### config.mk
export PLATFORM = sky130hd
export DESIGN_NAME = eth_rx_monitor_flat
export DESIGN_NICKNAME = d
export VERILOG_FILES = /design/src/rtl/eth_rx_monitor_if.sv /design/src/rtl/eth_rx_monitor.sv /design/src/flat_wrapper.sv
export SDC_FILE = /design/constraint.sdc
export NUM_CORES = 2
export LEC_CHECK = 0
export BUFFER_PORTS_ARGS = -buffer_cell sky130_fd_sc_hd__buf_2
export CAP_MARGIN = 20
export CELL_PAD_IN_SITES_DETAIL_PLACEMENT = 1
export CELL_PAD_IN_SITES_GLOBAL_PLACEMENT = 1
export CORE_ASPECT_RATIO = 1.75
export CORE_MARGIN = 1
export CORE_UTILIZATION = 52
export DETAILED_ROUTE_END_ITERATION = 16
export GPL_ROUTABILITY_DRIVEN = 0
export PLACE_DENSITY = 0.95
export SETUP_SLACK_MARGIN = 0.2
export SKIP_LAST_GASP = 1
export SYNTH_ARGS = -nofsm -noshare
export SYNTH_HDL_FRONTEND = slang
export SYNTH_SLANG_ARGS = --single-unit
export TNS_END_PERCENT = 10
### constraint.sdc
create_clock -name clk -period 36.7 [get_ports clk]
set_clock_uncertainty 0.1 [all_clocks]
set_input_delay 3.67 -clock clk [delete_from_list [all_inputs] [get_ports clk]]
set_output_delay 3.67 -clock clk [all_outputs]
set_load 0.02 [all_outputs]
### src/rtl/eth_rx_monitor_if.sv
// Receive byte-stream tap shared by the MAC (master) and eth_rx_monitor (slave).
// One lane per channel; channel k data sits at mac_rx_data[k*8 +: 8].
interface eth_rx_monitor_if #(
  parameter int CH_COUNT = 4
);
  logic [CH_COUNT*8-1:0] mac_rx_data;
  logic [CH_COUNT-1:0]   mac_rx_valid;
  logic [CH_COUNT-1:0]   mac_rx_sof;
  logic [CH_COUNT-1:0]   mac_rx_eof;
  logic [CH_COUNT-1:0]   mac_rx_fr_good;
  logic [CH_COUNT-1:0]   mac_rx_fr_err;

  modport master (
    output mac_rx_data, mac_rx_valid, mac_rx_sof, mac_rx_eof, mac_rx_fr_good, mac_rx_fr_err
  );

  modport slave (
    input mac_rx_data, mac_rx_valid, mac_rx_sof, mac_rx_eof, mac_rx_fr_good, mac_rx_fr_err
  );
endinterface

### src/rtl/eth_rx_monitor.sv
// N-channel receive-frame monitor: per-channel framing FSM, saturating statistics and error flags.
// Define ETH_RX_MON_LEN_CHECK_EN to enable MIN_LEN/MAX_LEN runt/giant classification.
module eth_rx_monitor #(
  parameter int CH_COUNT = 4,
  parameter int CNT_W    = 32,
  parameter int MIN_LEN  = 64,
  parameter int MAX_LEN  = 1518
) (
  input  logic                 clk,
  input  logic                 rst,
  eth_rx_monitor_if.slave      rx,
  input  logic                 clr,
  input  logic [2:0]           sel,
  input  logic                 snap,
  output logic                 snap_valid,
  output logic [CNT_W-1:0]     stat_good,
  output logic [CNT_W-1:0]     stat_bad,
  output logic [CNT_W-1:0]     stat_bytes,
  output logic [CNT_W-1:0]     stat_len_err,
  output logic [CH_COUNT-1:0]  err_pulse,
  output logic [CH_COUNT-1:0]  err_sticky,
  output logic                 err_det
);

`ifdef ETH_RX_MON_LEN_CHECK_EN
  localparam logic LEN_CHK = 1'b1;
`else
  localparam logic LEN_CHK = 1'b0;
`endif

  localparam logic [15:0]      MIN_L   = 16'(MIN_LEN);
  localparam logic [15:0]      MAX_L   = 16'(MAX_LEN);
  localparam logic [CNT_W-1:0] CNT_ONE = {{(CNT_W-1){1'b0}}, 1'b1};

  typedef enum logic {
    ST_IDLE  = 1'b0,
    ST_FRAME = 1'b1
  } state_t;

  function automatic logic [15:0] len_inc(input logic [15:0] l);
    return (l == 16'hFFFF) ? l : l + 16'd1;
  endfunction

  function automatic logic [CNT_W-1:0] cnt_inc(input logic [CNT_W-1:0] c);
    return (&c) ? c : c + CNT_ONE;
  endfunction

  // Sum is one bit wider so a carry out means the counter pins at all-ones.
  function automatic logic [CNT_W-1:0] byte_add(input logic [CNT_W-1:0] c, input logic [15:0] l);
    logic [CNT_W:0] sum;
    sum = {1'b0, c} + {{(CNT_W-15){1'b0}}, l};
    return sum[CNT_W] ? {CNT_W{1'b1}} : sum[CNT_W-1:0];
  endfunction

  function automatic logic len_range_err(input logic [15:0] l);
    return LEN_CHK & ((l < MIN_L) | (l > MAX_L));
  endfunction

  state_t              state_r     [CH_COUNT];
  state_t              state_nxt_s [CH_COUNT];
  logic [15:0]         len_r       [CH_COUNT];
  logic [15:0]         len_nxt_s   [CH_COUNT];
  logic [15:0]         ev_len_s    [CH_COUNT];
  logic [CH_COUNT-1:0] ferr_r;
  logic [CH_COUNT-1:0] ferr_nxt_s;
  logic [CH_COUNT-1:0] ev_s;
  logic [CH_COUNT-1:0] ev_bad_s;
  logic [CH_COUNT-1:0] ev_lerr_s;

  logic [CNT_W-1:0]    good_r  [CH_COUNT];
  logic [CNT_W-1:0]    bad_r   [CH_COUNT];
  logic [CNT_W-1:0]    bytes_r [CH_COUNT];
  logic [CNT_W-1:0]    lerr_r  [CH_COUNT];

  logic [CNT_W-1:0]    mux_good_s, mux_bad_s, mux_bytes_s, mux_lerr_s;
  logic [CNT_W-1:0]    stat_good_r, stat_bad_r, stat_bytes_r, stat_lerr_r;
  logic                snap_valid_r;
  logic [CH_COUNT-1:0] err_pulse_r;
  logic [CH_COUNT-1:0] err_sticky_r;
  logic                err_det_r;

  // Framing state, running length and accumulated MAC error per channel.
  always_ff @(posedge clk or posedge rst) begin
    if (rst) begin
      for (int k = 0; k < CH_COUNT; k++) begin
        state_r[k] <= ST_IDLE;
        len_r[k]   <= 16'd0;
      end
      ferr_r <= {CH_COUNT{1'b0}};
    end else begin
      for (int k = 0; k < CH_COUNT; k++) begin
        state_r[k] <= state_nxt_s[k];
        len_r[k]   <= len_nxt_s[k];
      end
      ferr_r <= ferr_nxt_s;
    end
  end

  // Next-state logic and end-of-frame classification; an event carries the finished frame's length.
  always_comb begin
    for (int k = 0; k < CH_COUNT; k++) begin
      state_nxt_s[k] = state_r[k];
      len_nxt_s[k]   = len_r[k];
      ferr_nxt_s[k]  = ferr_r[k];
      ev_s[k]        = 1'b0;
      ev_len_s[k]    = 16'd0;
      ev_bad_s[k]    = 1'b0;
      ev_lerr_s[k]   = 1'b0;
      case (state_r[k])
        ST_IDLE: begin
          if (rx.mac_rx_valid[k] && rx.mac_rx_sof[k] && rx.mac_rx_eof[k]) begin
            ev_s[k]      = 1'b1;
            ev_len_s[k]  = 16'd1;
            ev_lerr_s[k] = len_range_err(16'd1);
            ev_bad_s[k]  = ~rx.mac_rx_fr_good[k] | rx.mac_rx_fr_err[k] | len_range_err(16'd1);
          end else if (rx.mac_rx_valid[k] && rx.mac_rx_sof[k]) begin
            state_nxt_s[k] = ST_FRAME;
            len_nxt_s[k]   = 16'd1;
            ferr_nxt_s[k]  = rx.mac_rx_fr_err[k];
          end else begin
            state_nxt_s[k] = ST_IDLE;
          end
        end
        ST_FRAME: begin
          if (rx.mac_rx_valid[k] && rx.mac_rx_eof[k]) begin
            ev_s[k]        = 1'b1;
            ev_len_s[k]    = len_inc(len_r[k]);
            ev_lerr_s[k]   = len_range_err(len_inc(len_r[k]));
            ev_bad_s[k]    = ~rx.mac_rx_fr_good[k] | ferr_r[k] | rx.mac_rx_fr_err[k]
                             | len_range_err(len_inc(len_r[k]));
            state_nxt_s[k] = ST_IDLE;
            len_nxt_s[k]   = 16'd0;
            ferr_nxt_s[k]  = 1'b0;
          end else if (rx.mac_rx_valid[k] && rx.mac_rx_sof[k]) begin
            // Abort: the truncated frame is reported and the sof byte opens a fresh frame.
            ev_s[k]       = 1'b1;
            ev_len_s[k]   = len_r[k];
            ev_bad_s[k]   = 1'b1;
            ev_lerr_s[k]  = 1'b1;
            len_nxt_s[k]  = 16'd1;
            ferr_nxt_s[k] = rx.mac_rx_fr_err[k];
          end else if (rx.mac_rx_valid[k]) begin
            len_nxt_s[k]  = len_inc(len_r[k]);
            ferr_nxt_s[k] = ferr_r[k] | rx.mac_rx_fr_err[k];
          end else begin
            ferr_nxt_s[k] = ferr_r[k] | rx.mac_rx_fr_err[k];
          end
        end
        default: begin
          state_nxt_s[k] = ST_IDLE;
          len_nxt_s[k]   = 16'd0;
          ferr_nxt_s[k]  = 1'b0;
        end
      endcase
    end
  end

  // Saturating statistics; clr takes priority over any coincident frame event.
  always_ff @(posedge clk or posedge rst) begin
    if (rst) begin
      for (int k = 0; k < CH_COUNT; k++) begin
        good_r[k]  <= {CNT_W{1'b0}};
        bad_r[k]   <= {CNT_W{1'b0}};
        bytes_r[k] <= {CNT_W{1'b0}};
        lerr_r[k]  <= {CNT_W{1'b0}};
      end
    end else if (clr) begin
      for (int k = 0; k < CH_COUNT; k++) begin
        good_r[k]  <= {CNT_W{1'b0}};
        bad_r[k]   <= {CNT_W{1'b0}};
        bytes_r[k] <= {CNT_W{1'b0}};
        lerr_r[k]  <= {CNT_W{1'b0}};
      end
    end else begin
      for (int k = 0; k < CH_COUNT; k++) begin
        if (ev_s[k]) begin
          bytes_r[k] <= byte_add(bytes_r[k], ev_len_s[k]);
          if (ev_bad_s[k]) begin
            bad_r[k] <= cnt_inc(bad_r[k]);
          end else begin
            good_r[k] <= cnt_inc(good_r[k]);
          end
          if (ev_lerr_s[k]) begin
            lerr_r[k] <= cnt_inc(lerr_r[k]);
          end else begin
            lerr_r[k] <= lerr_r[k];
          end
        end else begin
          bytes_r[k] <= bytes_r[k];
        end
      end
    end
  end

  // Error pulse, sticky flags and the combined error detect.
  always_ff @(posedge clk or posedge rst) begin
    if (rst) begin
      err_pulse_r  <= {CH_COUNT{1'b0}};
      err_sticky_r <= {CH_COUNT{1'b0}};
      err_det_r    <= 1'b0;
    end else begin
      err_pulse_r  <= ev_s & ev_bad_s;
      err_sticky_r <= clr ? {CH_COUNT{1'b0}} : (err_sticky_r | err_pulse_r);
      err_det_r    <= |err_pulse_r;
    end
  end

  // Channel select for snapshot; out-of-range selects read as zero.
  always_comb begin
    mux_good_s  = {CNT_W{1'b0}};
    mux_bad_s   = {CNT_W{1'b0}};
    mux_bytes_s = {CNT_W{1'b0}};
    mux_lerr_s  = {CNT_W{1'b0}};
    for (int k = 0; k < CH_COUNT; k++) begin
      mux_good_s  = (sel == 3'(k)) ? good_r[k]  : mux_good_s;
      mux_bad_s   = (sel == 3'(k)) ? bad_r[k]   : mux_bad_s;
      mux_bytes_s = (sel == 3'(k)) ? bytes_r[k] : mux_bytes_s;
      mux_lerr_s  = (sel == 3'(k)) ? lerr_r[k]  : mux_lerr_s;
    end
  end

  // Snapshot capture samples counters before any same-cycle clr or update lands.
  always_ff @(posedge clk or posedge rst) begin
    if (rst) begin
      snap_valid_r <= 1'b0;
      stat_good_r  <= {CNT_W{1'b0}};
      stat_bad_r   <= {CNT_W{1'b0}};
      stat_bytes_r <= {CNT_W{1'b0}};
      stat_lerr_r  <= {CNT_W{1'b0}};
    end else begin
      snap_valid_r <= snap;
      if (snap) begin
        stat_good_r  <= mux_good_s;
        stat_bad_r   <= mux_bad_s;
        stat_bytes_r <= mux_bytes_s;
        stat_lerr_r  <= mux_lerr_s;
      end else begin
        stat_good_r  <= stat_good_r;
      end
    end
  end

  assign snap_valid   = snap_valid_r;
  assign stat_good    = stat_good_r;
  assign stat_bad     = stat_bad_r;
  assign stat_bytes   = stat_bytes_r;
  assign stat_len_err = stat_lerr_r;
  assign err_pulse    = err_pulse_r;
  assign err_sticky   = err_sticky_r;
  assign err_det      = err_det_r;

endmodule

### src/flat_wrapper.sv
// flat-port wrapper written by rule: the top's interface ports become plain ports
module eth_rx_monitor_flat 
#(
  parameter int CH_COUNT = 4,
  parameter int CNT_W    = 32,
  parameter int MIN_LEN  = 64,
  parameter int MAX_LEN  = 1518
)
  (clk, rst, clr, sel, snap, snap_valid, stat_good, stat_bad, stat_bytes, stat_len_err, err_pulse, err_sticky, err_det, rx_mac_rx_data, rx_mac_rx_valid, rx_mac_rx_sof, rx_mac_rx_eof, rx_mac_rx_fr_good, rx_mac_rx_fr_err);
  eth_rx_monitor_if #(.CH_COUNT(CH_COUNT)) rx_i ();
  input  logic clk;
  input  logic rst;
  input  logic clr;
  input  logic [2:0] sel;
  input  logic snap;
  output logic snap_valid;
  output logic [CNT_W-1:0] stat_good;
  output logic [CNT_W-1:0] stat_bad;
  output logic [CNT_W-1:0] stat_bytes;
  output logic [CNT_W-1:0] stat_len_err;
  output logic [CH_COUNT-1:0] err_pulse;
  output logic [CH_COUNT-1:0] err_sticky;
  output logic err_det;
  input wire logic [$bits(rx_i.mac_rx_data)-1:0] rx_mac_rx_data;
  input wire logic [$bits(rx_i.mac_rx_valid)-1:0] rx_mac_rx_valid;
  input wire logic [$bits(rx_i.mac_rx_sof)-1:0] rx_mac_rx_sof;
  input wire logic [$bits(rx_i.mac_rx_eof)-1:0] rx_mac_rx_eof;
  input wire logic [$bits(rx_i.mac_rx_fr_good)-1:0] rx_mac_rx_fr_good;
  input wire logic [$bits(rx_i.mac_rx_fr_err)-1:0] rx_mac_rx_fr_err;
  assign rx_i.mac_rx_data = rx_mac_rx_data;
  assign rx_i.mac_rx_valid = rx_mac_rx_valid;
  assign rx_i.mac_rx_sof = rx_mac_rx_sof;
  assign rx_i.mac_rx_eof = rx_mac_rx_eof;
  assign rx_i.mac_rx_fr_good = rx_mac_rx_fr_good;
  assign rx_i.mac_rx_fr_err = rx_mac_rx_fr_err;
  eth_rx_monitor #(.CH_COUNT(CH_COUNT), .CNT_W(CNT_W), .MIN_LEN(MIN_LEN), .MAX_LEN(MAX_LEN)) u_core (.clk(clk), .rst(rst), .rx(rx_i), .clr(clr), .sel(sel), .snap(snap), .snap_valid(snap_valid), .stat_good(stat_good), .stat_bad(stat_bad), .stat_bytes(stat_bytes), .stat_len_err(stat_len_err), .err_pulse(err_pulse), .err_sticky(err_sticky), .err_det(err_det));
endmodule
==> flow_metrics.env <==
export IMPL_cts_max_path_buffers=3
export IMPL_cts_resized_gates=0
export IMPL_holdBufCountCts=0
export IMPL_die_area_mm2=0.0838
export IMPL_vias_per_cell=7.04
export IMPL_cts_max_level=3
export IMPL_dp_hpwl_um=107000
export IMPL_grt_total_usage=0.410
export IMPL_regArea_mm2=0.0181
export IMPL_r2r_end="u_core.bytes_r[81]$_DFFE_PP0P_"
export IMPL_final_cells=6142
export IMPL_fin_nets=5169
export IMPL_status="finished clean"
export IMPL_area_growth_pct=9.29
export IMPL_finalWorstSetupSlack_ns=28.70
export IMPL_grt_pass1_wl_um=265000
export IMPL_multi_input_area_mm2=0.0234
export IMPL_cts_root_buf="clkbuf_16"
export IMPL_startpoint="rx_mac_rx_valid[2]"
export IMPL_slew_headroom=0.192
export IMPL_maxSlewViolCount=0
export IMPL_critical_path_class="in -> reg"
export IMPL_hold_viol=0
export IMPL_syn_avg_cell_area_um2=8.54
export IMPL_synth_ff_type="dfrtp_1"
export IMPL_fmax_ghz=0.125
export IMPL_yosysSeqAreaShare=0.421
export IMPL_via_count=43262
export IMPL_drt_iter0_drc=4492
export IMPL_wirelength_um=172000
export IMPL_syn_cell_area_mm2=0.0430
export IMPL_dp_cells=6002
export IMPL_start_util=0.524
export IMPL_p_leak_nw=19.9
export IMPL_drive_above_1_share=0.0840
export IMPL_postCtsSetupBuffers=0
export IMPL_cts_tree="done"
export IMPL_fp_row_count=139
export IMPL_synth_nets=5173
export IMPL_yosysWarnings=0
export IMPL_crit_path_max_fanout=18
export IMPL_async_reset_ff_frac=1.00
export IMPL_cap_viol_max_count=0
export IMPL_antenna_found_initial=4
export IMPL_finalSetupViolations=0
export IMPL_cts_sink_count=722
export IMPL_ys_ff_latch=722
export IMPL_vdd_ir_drop_max_uv=40.4
export IMPL_grt_max_degree=153
export IMPL_crit_end="u_core.bytes_r[35]$_DFFE_PP0P_"
export IMPL_drc=0
export IMPL_die_height_um=382
export IMPL_crit_buf_inv=1
export IMPL_clkLatencyLatePin_ns=0.72
export IMPL_io_buffers=164
export IMPL_place_ws_ns=28.38
export IMPL_core_area_mm2=0.0819
export IMPL_hold_class="reg -> reg"
export IMPL_drtAntennaViolNets=0
export IMPL_crit_path_cell_trace="buf_2 -> nand2_1 -> nor3_2 -> a21oi_1 -> nor2_1 -> ha_1 -> a211oi_1 -> o21ai_0 -> and3_1 -> o2111ai_1 -> a21oi_1 -> nand4_1 -> a31oi_1"
export IMPL_cp_common_cell="a21oi_1"
export IMPL_cp_num_cells=13
export IMPL_r2r_cells=15
export IMPL_r2r_start="u_core.len_r[36]$_DFFE_PP0P_"
export IMPL_cp_start_kind="primary input"
export IMPL_required_ns=37.20
export IMPL_overflow=0
export IMPL_fill_cells=9499
export IMPL_arrival_ns=8.50
export IMPL_cpMaxStageDelayCell="nor3_2"
export IMPL_period_share=0.218
export IMPL_r2r_slack_ns=30.77
export IMPL_die_w_um=219
export IMPL_wl_per_cell_um=28.1
export IMPL_netlist_instances=5030
export IMPL_cp_slowest_stage_delay_ns=0.83
export IMPL_crit_family="simple AND/OR/NAND/NOR gates"
export IMPL_synthDistinctLibCells=102
export IMPL_min_period_ns=8.00
export IMPL_fin_setup_tns_ns=0
export IMPL_rsz0062_at_grt="no"
export IMPL_end_kind="flop"
export IMPL_grt_pass1_vias=45666
export IMPL_synth_enable_flop_cells=0
export IMPL_path_clk_slew_ns=0.07
export IMPL_io_pins=197
export IMPL_power_density_mw_per_mm2=39.3
export IMPL_worst_pin_slew_ns=1.21
export IMPL_dr_pass1_iters=6
export IMPL_cts_made_buffers=73
[state kept, by name (all words and copies together) (netlist names), 32 cells and up]
name                 flops
u_core.lerr_r          128
u_core.good_r          128
u_core.bytes_r         128
u_core.stat_len_err     32
u_core.bad_r           128
u_core.len_r            64
u_core.stat_good        32
u_core.stat_bytes       32
u_core.stat_bad         32
[cells by family (layout without fill, tap and decap cells)]
group,count (synthesis),after routing,share of synthesized area
flops,722,722,0.421
fa+ha+maj,86,86,0.0256
xor+xnor,359,359,0.0732
mux,138,138,0.0338
other cells,0,2,0
compound gates,1274,1274,0.176
buf+inv,389,442,0.0353
simple gates,2062,2062,0.235
[metrics by stage]
stage	hold WS, ns	total power [W]	instance area [um2]	util
finish	0.397	0.00184	46900	0.573
global route	0.433	0.00188	46900	0.573
CTS	0.399	0.00184	46900	0.572
detailed placement	0.384	0.00102	44300	0.541
global placement	0.376	0.00101	44300	0.541
floorplan	0.357	0.000959	43000	-
[worst min-delay path by stage]
stage | endpoint | depth (start not counted) | start | slack (ns)
4_1_cts | u_core.err_sticky[2]$_DFF_PP0_ | 2 | u_core.err_sticky[2]$_DFF_PP0_ | 0.40
6_report | u_core.err_sticky[2]$_DFF_PP0_ | 2 | u_core.err_sticky[2]$_DFF_PP0_ | 0.40
5_1_grt | u_core.err_sticky[3]$_DFF_PP0_ | 2 | u_core.err_sticky[3]$_DFF_PP0_ | 0.43
2_1_floorplan | u_core.bytes_r[18]$_DFFE_PP0P_ | 1 | u_core.bytes_r[18]$_DFFE_PP0P_ | 0.36
3_3_place_gp | u_core.err_sticky[2]$_DFF_PP0_ | 2 | u_core.err_sticky[2]$_DFF_PP0_ | 0.38
3_5_place_dp | u_core.err_sticky[2]$_DFF_PP0_ | 2 | u_core.err_sticky[2]$_DFF_PP0_ | 0.38
[cell usage in the layout, fill, tap and decap left out, types with 57 or more instances in the layout]
master	synthesis	routed
or3_1	71	71
ha_1	80	80
and2_1	58	57
xor2_1	184	184
nand4_1	114	114
xnor2_1	175	175
nand3_1	190	190
o21ai_0	251	250
buf_2	35	160
a31oi_1	95	94
nor2_1	831	831
nand2_1	313	313
dfrtp_1	722	722
nor3_1	118	116
a21oi_1	611	610
and4_1	87	87
mux2i_1	107	107
inv_1	96	95
clkbuf_16	0	75
and3_1	122	122
[final cells by class]
class	count	area share
clock buffer	94	0.0438
sequential	722	0.385
multi-input combinational	3919	0.499
inverter	97	0.00792
antenna	2	0.000107
tap	1057	0.0282
timing repair buffer	213	0.0265
clock inverter	38	0.00986
[synthesized netlist by cell type, drive strengths merged, types with 13 or more instances]
| cell | instances | area, um2 |
|---|---|---|
| nor2b | 19 | 119 |
| o31ai | 31 | 238 |
| and4 | 89 | 783 |
| nor4b | 13 | 114 |
| o21ai | 252 | 1260 |
| nor4 | 47 | 367 |
| nand4 | 116 | 747 |
| a311oi | 34 | 304 |
| mux2i | 107 | 1070 |
| or3 | 72 | 455 |
| a41oi | 25 | 226 |
| a21o | 23 | 173 |
| nand3 | 192 | 971 |
| a31oi | 97 | 619 |
| buf | 64 | 295 |
| ha | 80 | 1000 |
| nand2b | 18 | 113 |
| o211ai | 16 | 125 |
| clkbuf | 228 | 857 |
| nand2 | 314 | 1180 |
| nor2 | 833 | 3130 |
| a21oi | 614 | 3080 |
| nor3 | 121 | 621 |
| a22o | 14 | 123 |
| inv | 96 | 360 |
| a211oi | 33 | 263 |
| and2 | 59 | 369 |
| o21a | 13 | 97.6 |
| dfrtp | 722 | 18100 |
| and3 | 123 | 771 |
| mux2 | 28 | 315 |
| xnor2 | 175 | 1530 |
| o2111ai | 14 | 123 |
| a22oi | 32 | 240 |
| xor2 | 184 | 1610 |
[metal layers]
| layer | track usage | routed length [um] | part of all wire |
|---|---|---|---|
| met3 | 0.0965 | 13600 | 0.079 |
| met5 | 0 | 27 | 0.00016 |
| met2 | 0.674 | 83300 | 0.48 |
| met1 | 0.439 | 58400 | 0.34 |
| met4 | 0.350 | 17200 | 0.10 |
[power breakdown]
group | switching, W | internal, W
registers | 0.0000218 | 0.000816
clock network | 0.000374 | 0.000457
logic | 0.000130 | 0.0000457
[worst register-to-register path, delay by kind of cell (launching register included)]
| family | cells | cell delay (ns) |
|---|---|---|
| AOI/OAI and AO/OA | 7 | 2.71 |
| and+or+nand+nor | 6 | 1.77 |
| adders and majority gates | 2 | 0.66 |
| DFF | 1 | 0.52 |
No activity file was read; power rests on OpenSTA's default activity.
